### src/rtl/mcu0_param_core_if.sv
// Memory bus between the mcu0_param_core (master) and a shared instruction/data memory (slave).
// The bus uses a req/ack handshake, so the memory may insert wait states.
interface mcu0_param_core_if #(
   parameter int DW = 16,
   parameter int AW = 12
) ();
   logic          mem_req;
   logic          mem_we;
   logic [AW-1:0] mem_addr;
   logic [DW-1:0] mem_wdata;
   logic [DW-1:0] mem_rdata;
   logic          mem_ack;

   modport master (
      output mem_req, mem_we, mem_addr, mem_wdata,
      input  mem_rdata, mem_ack
   );

   modport slave (
      input  mem_req, mem_we, mem_addr, mem_wdata,
      output mem_rdata, mem_ack
   );
endinterface

### src/rtl/mcu0_param_core.sv
// Multi-cycle accumulator MCU: FETCH/DECODE/MEM/HALT state machine on one shared req/ack memory.
// Optional feature: define MCU0_CALL_EN to add a one-level link register with CALL (B) and RET (C).
module mcu0_param_core #(
   parameter int DW = 16,
   parameter int AW = 12
) (
   input  logic              clock,
   input  logic              reset_n,
   mcu0_param_core_if.master bus,
   output logic [AW-1:0]     pc,
   output logic [DW-1:0]     acc,
   output logic [DW-1:0]     sw,
   output logic              halted
);
   localparam logic [3:0] OP_LD   = 4'h0;
   localparam logic [3:0] OP_ADD  = 4'h1;
   localparam logic [3:0] OP_JMP  = 4'h2;
   localparam logic [3:0] OP_ST   = 4'h3;
   localparam logic [3:0] OP_CMP  = 4'h4;
   localparam logic [3:0] OP_JEQ  = 4'h5;
   localparam logic [3:0] OP_SUB  = 4'h6;
   localparam logic [3:0] OP_JLT  = 4'h7;
   localparam logic [3:0] OP_AND  = 4'h8;
   localparam logic [3:0] OP_OR   = 4'h9;
   localparam logic [3:0] OP_LDI  = 4'hA;
   localparam logic [3:0] OP_HALT = 4'hF;
`ifdef MCU0_CALL_EN
   localparam logic [3:0] OP_CALL = 4'hB;
   localparam logic [3:0] OP_RET  = 4'hC;
`endif
   localparam logic [AW-1:0] PC_STEP = AW'(DW / 8);

   typedef enum logic [1:0] {
      S_FETCH  = 2'd0,
      S_DECODE = 2'd1,
      S_MEM    = 2'd2,
      S_HALT   = 2'd3
   } state_t;

   state_t        state_q, state_d;
   logic [AW-1:0] pc_q, pc_d;
   logic [DW-1:0] acc_q, acc_d;
   // Only the opcode and C field of IR are ever used, so only those are kept.
   logic [3:0]    op_q, op_d;
   logic [AW-1:0] c_q, c_d;
   logic          n_q, n_d;
   logic          z_q, z_d;
`ifdef MCU0_CALL_EN
   logic [AW-1:0] lr_q, lr_d;
`endif

   logic          req_c;
   logic          we_c;
   logic [AW-1:0] addr_c;
   logic [DW-1:0] alu_r;

   always_ff @(posedge clock or negedge reset_n) begin
      if (!reset_n) begin
         state_q <= S_FETCH;
         pc_q    <= '0;
         acc_q   <= '0;
         op_q    <= '0;
         c_q     <= '0;
         n_q     <= 1'b0;
         z_q     <= 1'b0;
`ifdef MCU0_CALL_EN
         lr_q    <= '0;
`endif
      end else begin
         state_q <= state_d;
         pc_q    <= pc_d;
         acc_q   <= acc_d;
         op_q    <= op_d;
         c_q     <= c_d;
         n_q     <= n_d;
         z_q     <= z_d;
`ifdef MCU0_CALL_EN
         lr_q    <= lr_d;
`endif
      end
   end

   always_comb begin
      state_d = state_q;
      pc_d    = pc_q;
      acc_d   = acc_q;
      op_d    = op_q;
      c_d     = c_q;
      n_d     = n_q;
      z_d     = z_q;
`ifdef MCU0_CALL_EN
      lr_d    = lr_q;
`endif
      req_c   = 1'b0;
      we_c    = 1'b0;
      addr_c  = pc_q;

      case (op_q)
         OP_ADD:  alu_r = acc_q + bus.mem_rdata;
         OP_SUB:  alu_r = acc_q - bus.mem_rdata;
         OP_AND:  alu_r = acc_q & bus.mem_rdata;
         OP_OR:   alu_r = acc_q | bus.mem_rdata;
         default: alu_r = acc_q;
      endcase

      case (state_q)
         S_FETCH: begin
            req_c = 1'b1;
            if (bus.mem_ack) begin
               op_d    = bus.mem_rdata[DW-1:DW-4];
               c_d     = bus.mem_rdata[AW-1:0];
               pc_d    = pc_q + PC_STEP;
               state_d = S_DECODE;
            end
         end
         S_DECODE: begin
            state_d = S_FETCH;
            case (op_q)
               OP_LD, OP_ADD, OP_CMP, OP_SUB, OP_AND, OP_OR, OP_ST: state_d = S_MEM;
               OP_JMP:  pc_d = c_q;
               OP_JEQ:  if (z_q) pc_d = c_q;
               OP_JLT:  if (n_q) pc_d = c_q;
               OP_LDI:  acc_d = DW'(c_q);
               OP_HALT: state_d = S_HALT;
`ifdef MCU0_CALL_EN
               OP_CALL: begin
                  lr_d = pc_q;
                  pc_d = c_q;
               end
               OP_RET:  pc_d = lr_q;
`endif
               default: ;
            endcase
         end
         S_MEM: begin
            req_c  = 1'b1;
            addr_c = c_q;
            we_c   = (op_q == OP_ST);
            if (bus.mem_ack) begin
               state_d = S_FETCH;
               case (op_q)
                  OP_LD: acc_d = bus.mem_rdata;
                  OP_ADD, OP_SUB, OP_AND, OP_OR: begin
                     acc_d = alu_r;
                     z_d   = (alu_r == '0);
                     n_d   = alu_r[DW-1];
                  end
                  OP_CMP: begin
                     n_d = (acc_q < bus.mem_rdata);
                     z_d = (acc_q == bus.mem_rdata);
                  end
                  default: ;
               endcase
            end
         end
         default: ;
      endcase
   end

   // The reset state is FETCH, so the request is gated by reset_n to drop it immediately.
   assign bus.mem_req   = req_c & reset_n;
   assign bus.mem_we    = we_c & reset_n;
   assign bus.mem_addr  = addr_c;
   assign bus.mem_wdata = acc_q;

   assign pc     = pc_q;
   assign acc    = acc_q;
   assign sw     = {n_q, z_q, {(DW-2){1'b0}}};
   assign halted = (state_q == S_HALT);
endmodule

### src/flat_wrapper.sv
// flat-port wrapper written by rule: the top's interface ports become plain ports
module mcu0_param_core_flat 
#(
   parameter int DW = 16,
   parameter int AW = 12
)
  (clock, reset_n, pc, acc, sw, halted, bus_mem_req, bus_mem_we, bus_mem_addr, bus_mem_wdata, bus_mem_rdata, bus_mem_ack);
  mcu0_param_core_if #(.DW(DW), .AW(AW)) bus_i ();
  input  logic clock;
  input  logic reset_n;
  output logic [AW-1:0] pc;
  output logic [DW-1:0] acc;
  output logic [DW-1:0] sw;
  output logic halted;
  output wire logic [$bits(bus_i.mem_req)-1:0] bus_mem_req;
  output wire logic [$bits(bus_i.mem_we)-1:0] bus_mem_we;
  output wire logic [$bits(bus_i.mem_addr)-1:0] bus_mem_addr;
  output wire logic [$bits(bus_i.mem_wdata)-1:0] bus_mem_wdata;
  input wire logic [$bits(bus_i.mem_rdata)-1:0] bus_mem_rdata;
  input wire logic [$bits(bus_i.mem_ack)-1:0] bus_mem_ack;
  assign bus_mem_req = bus_i.mem_req;
  assign bus_mem_we = bus_i.mem_we;
  assign bus_mem_addr = bus_i.mem_addr;
  assign bus_mem_wdata = bus_i.mem_wdata;
  assign bus_i.mem_rdata = bus_mem_rdata;
  assign bus_i.mem_ack = bus_mem_ack;
  mcu0_param_core #(.DW(DW), .AW(AW)) u_core (.clock(clock), .reset_n(reset_n), .bus(bus_i), .pc(pc), .acc(acc), .sw(sw), .halted(halted));
endmodule
### config.mk
export PLATFORM = sky130hd
export DESIGN_NAME = mcu0_param_core_flat
export DESIGN_NICKNAME = d
export VERILOG_FILES = /design/src/rtl/mcu0_param_core_if.sv /design/src/rtl/mcu0_param_core.sv /design/src/flat_wrapper.sv
export SDC_FILE = /design/constraint.sdc
export NUM_CORES = 1
export LEC_CHECK = 0
export BUFFER_PORTS_ARGS = -buffer_cell sky130_fd_sc_hd__buf_2
export CAP_MARGIN = 20
export CORE_UTILIZATION = 38
export CTS_CLUSTER_SIZE = 24
export DETAILED_ROUTE_END_ITERATION = 10
export GPL_TIMING_DRIVEN = 0
export SKIP_LAST_GASP = 1
export SYNTH_ARGS = -nofsm -noshare
export SYNTH_HDL_FRONTEND = slang
export SYNTH_SLANG_ARGS = --single-unit
### constraint.sdc
create_clock -name clock -period 2.6 [get_ports clock]
set_input_delay 0.52 -clock clock [delete_from_list [all_inputs] [get_ports clock]]
set_output_delay 0.52 -clock clock [all_outputs]
set_load 0.03 [all_outputs]
==> key figures, run 1 <==
Status
  • Outcome: complete, but fails checks
  • Failing checks: setup timing

Clocking
  • Num Clock Sinks: 48
  • Clock buffer count from CTS: 5
  • Root buf cell: clkbuf_16
  • CTS tree: done
  • Clock latency at the later pin of the worst-skew pair: 300 ps
  • Hold Buf Count CTS: 0
  • CTS H-tree lvls: 2
  • Worst-path clk slew: ~70 ps
  • Deepest clock path buffer count: 2

GRT
  • Remaining global-route overflow: 0
  • Largest net degree at the start of global routing: 39
  • Vias in the first global route: 5625
  • Initial antenna violation count: 0
  • Total track usage: 0.272
  • First-pass GRT wire length: approximately 31000 µm

Yosys
  • YS warnings: 0
  • Post-synth EDFFs: 0
  • Synth cell types: 75
  • Area share of the largest cell type after synthesis: 0.220
  • FF+latch count, synth: 48
  • Ys flop type: dfrtp_1
  • FFs w/ async S/R, synth: 1.00
  • Syn Inst Count: 721
  • Post-synthesis instance area: about 0.0055 mm²
  • Mean Syn Cell Area: between 7 and 8 µm²
  • Top cells by area, synth: dfrtp_1 (22%), ha_1 (13%), o21ai_0 (6.0%)
  • Seq/Total Area, Yosys: 0.220
  • Synth area leader: dfrtp_1

Power and ir drop
  • Final Power: 0.00979 W
  • Power density cells: approximately 1300 mW/mm²
  • Leak: roughly 3.3 nW
  • Peak supply drop: 0.000440 V

Timing
  • Hold_ws: 108 ps
  • Max Fclk: between 300 and 400 MHz
  • Minimum clock period: 3140 ps
  • Worst Tran Pin Value: ~720 ps
  • Fin Clk Skew: 4.74 ps
  • Tcrit/Tclk final: 1.21
  • Unrepaired setup endpoints after global routing: true
  • Final hold violations: 0
  • Final worst setup slack: -541 ps
  • Final setup vio count: 11
  • Final Max Tran Viols: 0
  • Rel. slew slack: 0.516

Final layout
  • Most common cell after layout, fill and taps aside: buf_2
  • Fin nets: between 900 and 1000
  • Most frequent cells in the layout: buf_2 (92), buf_4 (81), nand2_1 (76)
  • Area grow syn2layout: 33.8%
  • Layout cells sized above 1: 0.365
  • Core Util, Final: 0.524
  • Antenna Cells: 0

Place
  • GP Congestion: around 0.9
  • HPWL Detailed: about 15000 µm
  • I/O Buffers: 78
  • Pre-CTS WS: -968 ps

Drt
  • Via/cell ratio: 5.89
  • Avg WL per Cell: between 15 and 20 µm
  • DR iter-0 viols: 515
  • Final wirelength: 20700 µm
  • # DRC: 0
  • ANT nets after route: 0
  • First-pass iteration count of the detailed router: 5
  • DR vias: about 6200

Critical path
  • R2R setup slack: -540 ps
  • CP endpoint kind: flop
  • Crit Path Class: flop to flop
  • Reg2reg start: u_core.acc[0]
  • Reg2Reg Depth: 14
  • Arr. time, crit path: between 3000 and 4000 ps
  • Max Fanout on Critical Path: 3
  • Critical path startpoint: u_core.acc[0]
  • Critical Path Source Type: flop
  • Reg2reg end: u_core.z_q
  • WP data required: approximately 2800 ps

Floorplan
  • DIE HEIGHT: approximately 120 µm
  • CORE AREA: 0.0139 mm²
  • Die Wd: 122 µm
  • Ports: 94
  • Rows: 43
  • Initial core utilization: 0.391
  • Die area: between 0.01 and 0.015 mm²

Job
  • # Max-Cap Violations: 0

Min path
  • Worst Hold Class: input port to async pin
## area by class of cell
| type | count | area (µm²) |
|---|---|---|
| Timing Repair Buffer | 125 | 771 |
| Tap cell | 180 | 225 |
| Buffer | 68 | 460 |
| Sequential cell | 48 | 1210 |
| Inverter | 58 | 221 |
| Clock inverter | 3 | 42.5 |
| Clock buffer | 5 | 125 |
| Fill cell | 1339 | 6640 |
| Multi-Input combinational cell | 558 | 4240 |
## layer usage
metal,GRT usage,up-vias,wire length [µm]
met3,0.0314,46,1470
met5,0,-,0
li1,-,2827,-
met4,0.0965,0,706
met2,0.453,297,9740
met1,0.361,2983,8790
## flip-flops by register name, indices dropped and copies added (netlist names)
signal          count
u_core.acc         16
u_core.c_q         12
u_core.n_q          1
u_core.op_q         4
u_core.pc          12
u_core.state_q      2
u_core.z_q          1
## per-stage QoR
step | cell area (µm²) | TNS [ps] | std cells
3_5_place_dp | 6180 | -11420 | 994
3_3_place_gp | 6160 | -11040 | 992
2_1_floorplan | 5540 | -277 | 734
4_1_cts | 6830 | -3020 | 1031
6_report | 7300 | -3100 | 1045
5_1_grt | 7300 | -4230 | 1045
## cells in the mapped netlist, drive strengths merged, types with 4 or more instances
cell type   n
mux2       12
nor3b       4
o221ai      4
nand3      17
o311a       4
nor2b       8
buf        56
inv        58
nand2      77
nor2       67
o21ai      67
mux2i       4
nor3       20
nor4        7
a211oi     13
a22oi       5
o22ai      14
o221a       4
a221o       5
ha         56
nand4       5
nand2b      7
o21bai      4
clkbuf     14
a21oi      44
a221oi      6
o31ai      12
or3        11
o211ai      9
a31oi       4
dfrtp      48
o21a        6
## critical path, cell delays in order (launching register included)
cell and delay, ps:
dfrtp_2 420, inv_2 70, ha_4 140, inv_2 40, fa_2 340, nor2b_4 130, o21a_2 230, buf_6 130
o31ai_4 240, a21oi_2 120, a221o_1 330, o32a_1 220, nor4_2 260, nand4_1 160, o31ai_2 220
## how the worst max path moves through the flow
| stage | endpoint | slack (ps) | depth (start not counted) |
|---|---|---|---|
| after floorplan | u_core.z_q | -250 | 13 |
| after global placement | u_core.acc[9] | -1090 | 13 |
| after detailed placement | u_core.acc[9] | -970 | 13 |
| after CTS | u_core.z_q | -520 | 14 |
| after global routing | u_core.z_q | -660 | 13 |
| final | u_core.z_q | -540 | 14 |
## cell families (layout without fill, tap and decap cells)
family | count (synthesis) | count (layout) | synth area share
XOR/XNOR | 6 | 6 | 0.00964
AND/OR/NAND/NOR | 236 | 236 | 0.206
flip-flops | 48 | 48 | 0.220
multiplexers | 16 | 16 | 0.0321
adder cells (fa/ha/maj) | 58 | 58 | 0.136
buffers and inverters | 128 | 259 | 0.117
AO/OA/AOI/OAI | 228 | 228 | 0.279
other | 1 | 14 | 0.000688
## power breakdown
group	leakage, nW	total [W]	switching, W	internal (W)
combinational	2.61	0.00748	0.00470	0.00278
clock	0.0798	0.000763	0.000310	0.000453
sequential	0.590	0.00155	0.000455	0.00110
## timing repair
item	4_1_cts	5_1_grt
endpoints found under the setup margin	32	24
pin swaps	30	33
resized for setup	68	78
setup buffers	31	15
No activity file was read; power rests on OpenSTA's default activity.
==> inputs of run 2 (changes only) <==
- CELL_PAD_IN_SITES_DETAIL_PLACEMENT: default -> 1
- CELL_PAD_IN_SITES_GLOBAL_PLACEMENT: default -> 1
- PLACE_DENSITY_LB_ADDON: default -> 0.1
==> run 2 against run 1 <==
The flow still finishes with violations (setup timing). Setup slack got worse by 49 ps. Critical path depth did not move. Power rose by 3.7%. Critical path type unchanged.
==> key figures, run 2 (synthesis results as in run 1) <==
Final layout
  • Layout cells sized above 1: 0.365 (-0.000531)
  • Max reg flops: 16 (unchanged)
  • Fillers: 1718 (+28%)
  • Post-route insts no fill: 1049 (+0.38%)
  • Most frequent cells in the layout: buf_2 (90), buf_4 (85), nand2_1 (76)
  • Fin nets: 945 (+0.43%)
  • Antenna Cells: 0 (unchanged)
  • Area grow syn2layout: 35.4%
  • Design Area, Final: 0.00738 mm² (+1.2%)
  • Most common cell after layout, fill and taps aside: buf_2

Drt
  • Avg WL per Cell: 22.1 µm (+11%)
  • Final wirelength: 23200 µm (+12%)
  • DR iter-0 viols: 446 (-13%)
  • First-pass iteration count of the detailed router: 5 (unchanged)
  • # DRC: 0 (unchanged)
  • Via/cell ratio: 5.90 (+0.27%)
  • ANT nets after route: 0 (unchanged)
  • DR vias: 6193 (+0.65%)

Clocking
  • CTS H-tree lvls: 2 (unchanged)
  • Num Clock Sinks: 48 (unchanged)
  • Clock latency at the later pin of the worst-skew pair: 300 ps (about the same)
  • Deepest clock path buffer count: 2 (unchanged)
  • Root buf cell: clkbuf_16
  • Clock buffer count from CTS: 5 (unchanged)
  • CTS tree: done
  • Worst-path clk slew: 70 ps (about the same)

Power and ir drop
  • Leak: 3.33 nW (+1.6%)
  • Peak supply drop: 0.000774 V (+76%)
  • Power density cells: 1370 mW/mm² (+2.5%)

Timing
  • Tcrit/Tclk final: 1.23 (+0.0187)
  • Final setup vio count: 11 (unchanged)
  • Fin Clk Skew: 6.87 ps (+2.13 ps)
  • Max Fclk: 314 MHz (-1.5%)
  • Setup TNS: -3140 ps (-39.9 ps)
  • Final hold violations: 0 (unchanged)
  • Worst Tran Pin Value: 686 ps (-33.0 ps)
  • Minimum clock period: 3190 ps (+48.6 ps)
  • Final Max Tran Viols: 0 (unchanged)
  • Unrepaired setup endpoints after global routing: true
  • Hold_ws: 118 ps (+9.86 ps)
  • Rel. slew slack: 0.539 (+0.0233)
  • Final worst setup slack: -590 ps (-48.6 ps)

Floorplan
  • DIE HEIGHT: 122 µm (unchanged)
  • Rows: 43 (unchanged)
  • Ports: 94 (unchanged)
  • CORE AREA: 0.0139 mm² (unchanged)
  • Die area: 0.0148 mm² (unchanged)
  • Die Wd: 122 µm (unchanged)
  • Initial core utilization: 0.391 (unchanged)

GRT
  • Remaining global-route overflow: 0 (unchanged)
  • Initial antenna violation count: 0 (unchanged)
  • Total track usage: 0.302 (+0.0303)
  • First-pass GRT wire length: 34200 µm (+11%)
  • Largest net degree at the start of global routing: 39 (unchanged)
  • Vias in the first global route: 6062 (+7.8%)

Place
  • HPWL Detailed: 16800 µm (+12%)
  • Post-DP Area: 0.00618 mm² (unchanged)
  • GP Congestion: 0.874 (-3.6%)
  • I/O Buffers: 78 (unchanged)
  • Pre-CTS WS: -1010 ps (-44.4 ps)
  • Placed cells: 994 (unchanged)

Critical path
  • Crit Path Class: flop to flop
  • Critical Path Source Type: flop
  • End of the critical path: u_core.z_q
  • Max Fanout on Critical Path: 3 (unchanged)
  • Critical path startpoint: u_core.acc[0]
  • CP endpoint kind: flop
  • R2R setup slack: -590 ps (-50 ps)
  • Reg2reg end: u_core.z_q
  • Cell mode on critical path: inv_2
  • CP max stage cell: dfrtp_2
  • CP max stage delay: 410 ps (about the same)
  • WP data required: 2810 ps (about the same)
  • Reg2Reg Depth: 14 (unchanged)
  • Arr. time, crit path: 3400 ps (+50 ps)
  • Worst path cell trace: inv_2, ha_4, inv_2, fa_2, nor2b_4, o21a_4, buf_6, o31ai_4, a21oi_4, a221o_1, o32a_1, nor4_2, nand4_1, o31ai_2
  • Reg2reg start: u_core.acc[0]

Status
  • Failing checks: setup timing
  • Outcome: complete, but fails checks

Job
  • # Max-Cap Violations: 0 (unchanged)

Min path
  • Worst Hold Class: input port to async pin
run 2: critical path, delay by kind of cell (launching register included):
| family | cells | cell delay, ps |
|---|---|---|
| adder cells (fa/ha/maj) | 2 | 510 |
| AO/OA/AOI/OAI | 6 | 1310 |
| buffers and inverters | 3 | 250 |
| AND/OR/NAND/NOR | 3 | 610 |
| flip-flops | 1 | 410 |
run 2: worst min-delay path by stage:
stage | startpoint | endpoint | cells after the start
3_3_place_gp | u_core.pc[0] | u_core.pc[0] | 2
2_1_floorplan | reset_n | u_core.acc[0] | 0
5_1_grt | reset_n | u_core.acc[12] | 1
6_report | reset_n | u_core.acc[12] | 1
3_5_place_dp | reset_n | u_core.acc[13] | 1
4_1_cts | reset_n | u_core.acc[13] | 1
run 2: area by class of cell:
| type | instances | area (µm²) | share of cell area |
|---|---|---|---|
| inverter | 58 | 224 | 0.0303 |
| buffer | 68 | 474 | 0.0642 |
| timing repair buffer | 129 | 801 | 0.108 |
| multi-input combinational | 558 | 4260 | 0.577 |
| tap | 180 | 225 | 0.0305 |
| clock buffer | 7 | 153 | 0.0207 |
| clock inverter | 1 | 30.0 | 0.00407 |
| sequential | 48 | 1210 | 0.165 |
run 2: timing repair:
item	4_1_cts	5_1_grt
gates cloned	0	0
resized for setup	95	59
pin swaps	31	41
hold buffers	0	0
endpoints found under the setup margin	32	28
buffers inserted	31	18
run 2: per-layer routing:
layer  up-vias  share of wire  GRT usage  wire length [µm]
li1       2842              -          -                 -
met1      3120           0.44      0.403             10200
met2       193           0.50      0.513             11500
met5         -              0          0                 0
met3        38          0.044     0.0351              1030
met4         0          0.018     0.0810               420
run 2: stage by stage:
| step | power (W) | utilization |
|---|---|---|
| after floorplan | 0.00584 | - |
| after global placement | 0.00762 | 0.442 |
| after detailed placement | 0.00779 | 0.444 |
| after CTS | 0.00946 | 0.502 |
| after global routing | 0.0107 | 0.530 |
| final | 0.0101 | 0.530 |
run 2: power by group:
group | internal (W) | switching (W) | leakage, nW
Clock | 0.000508 | 0.000321 | 0.0901
Sequential | 0.00110 | 0.000458 | 0.590
Combinational | 0.00288 | 0.00489 | 2.65
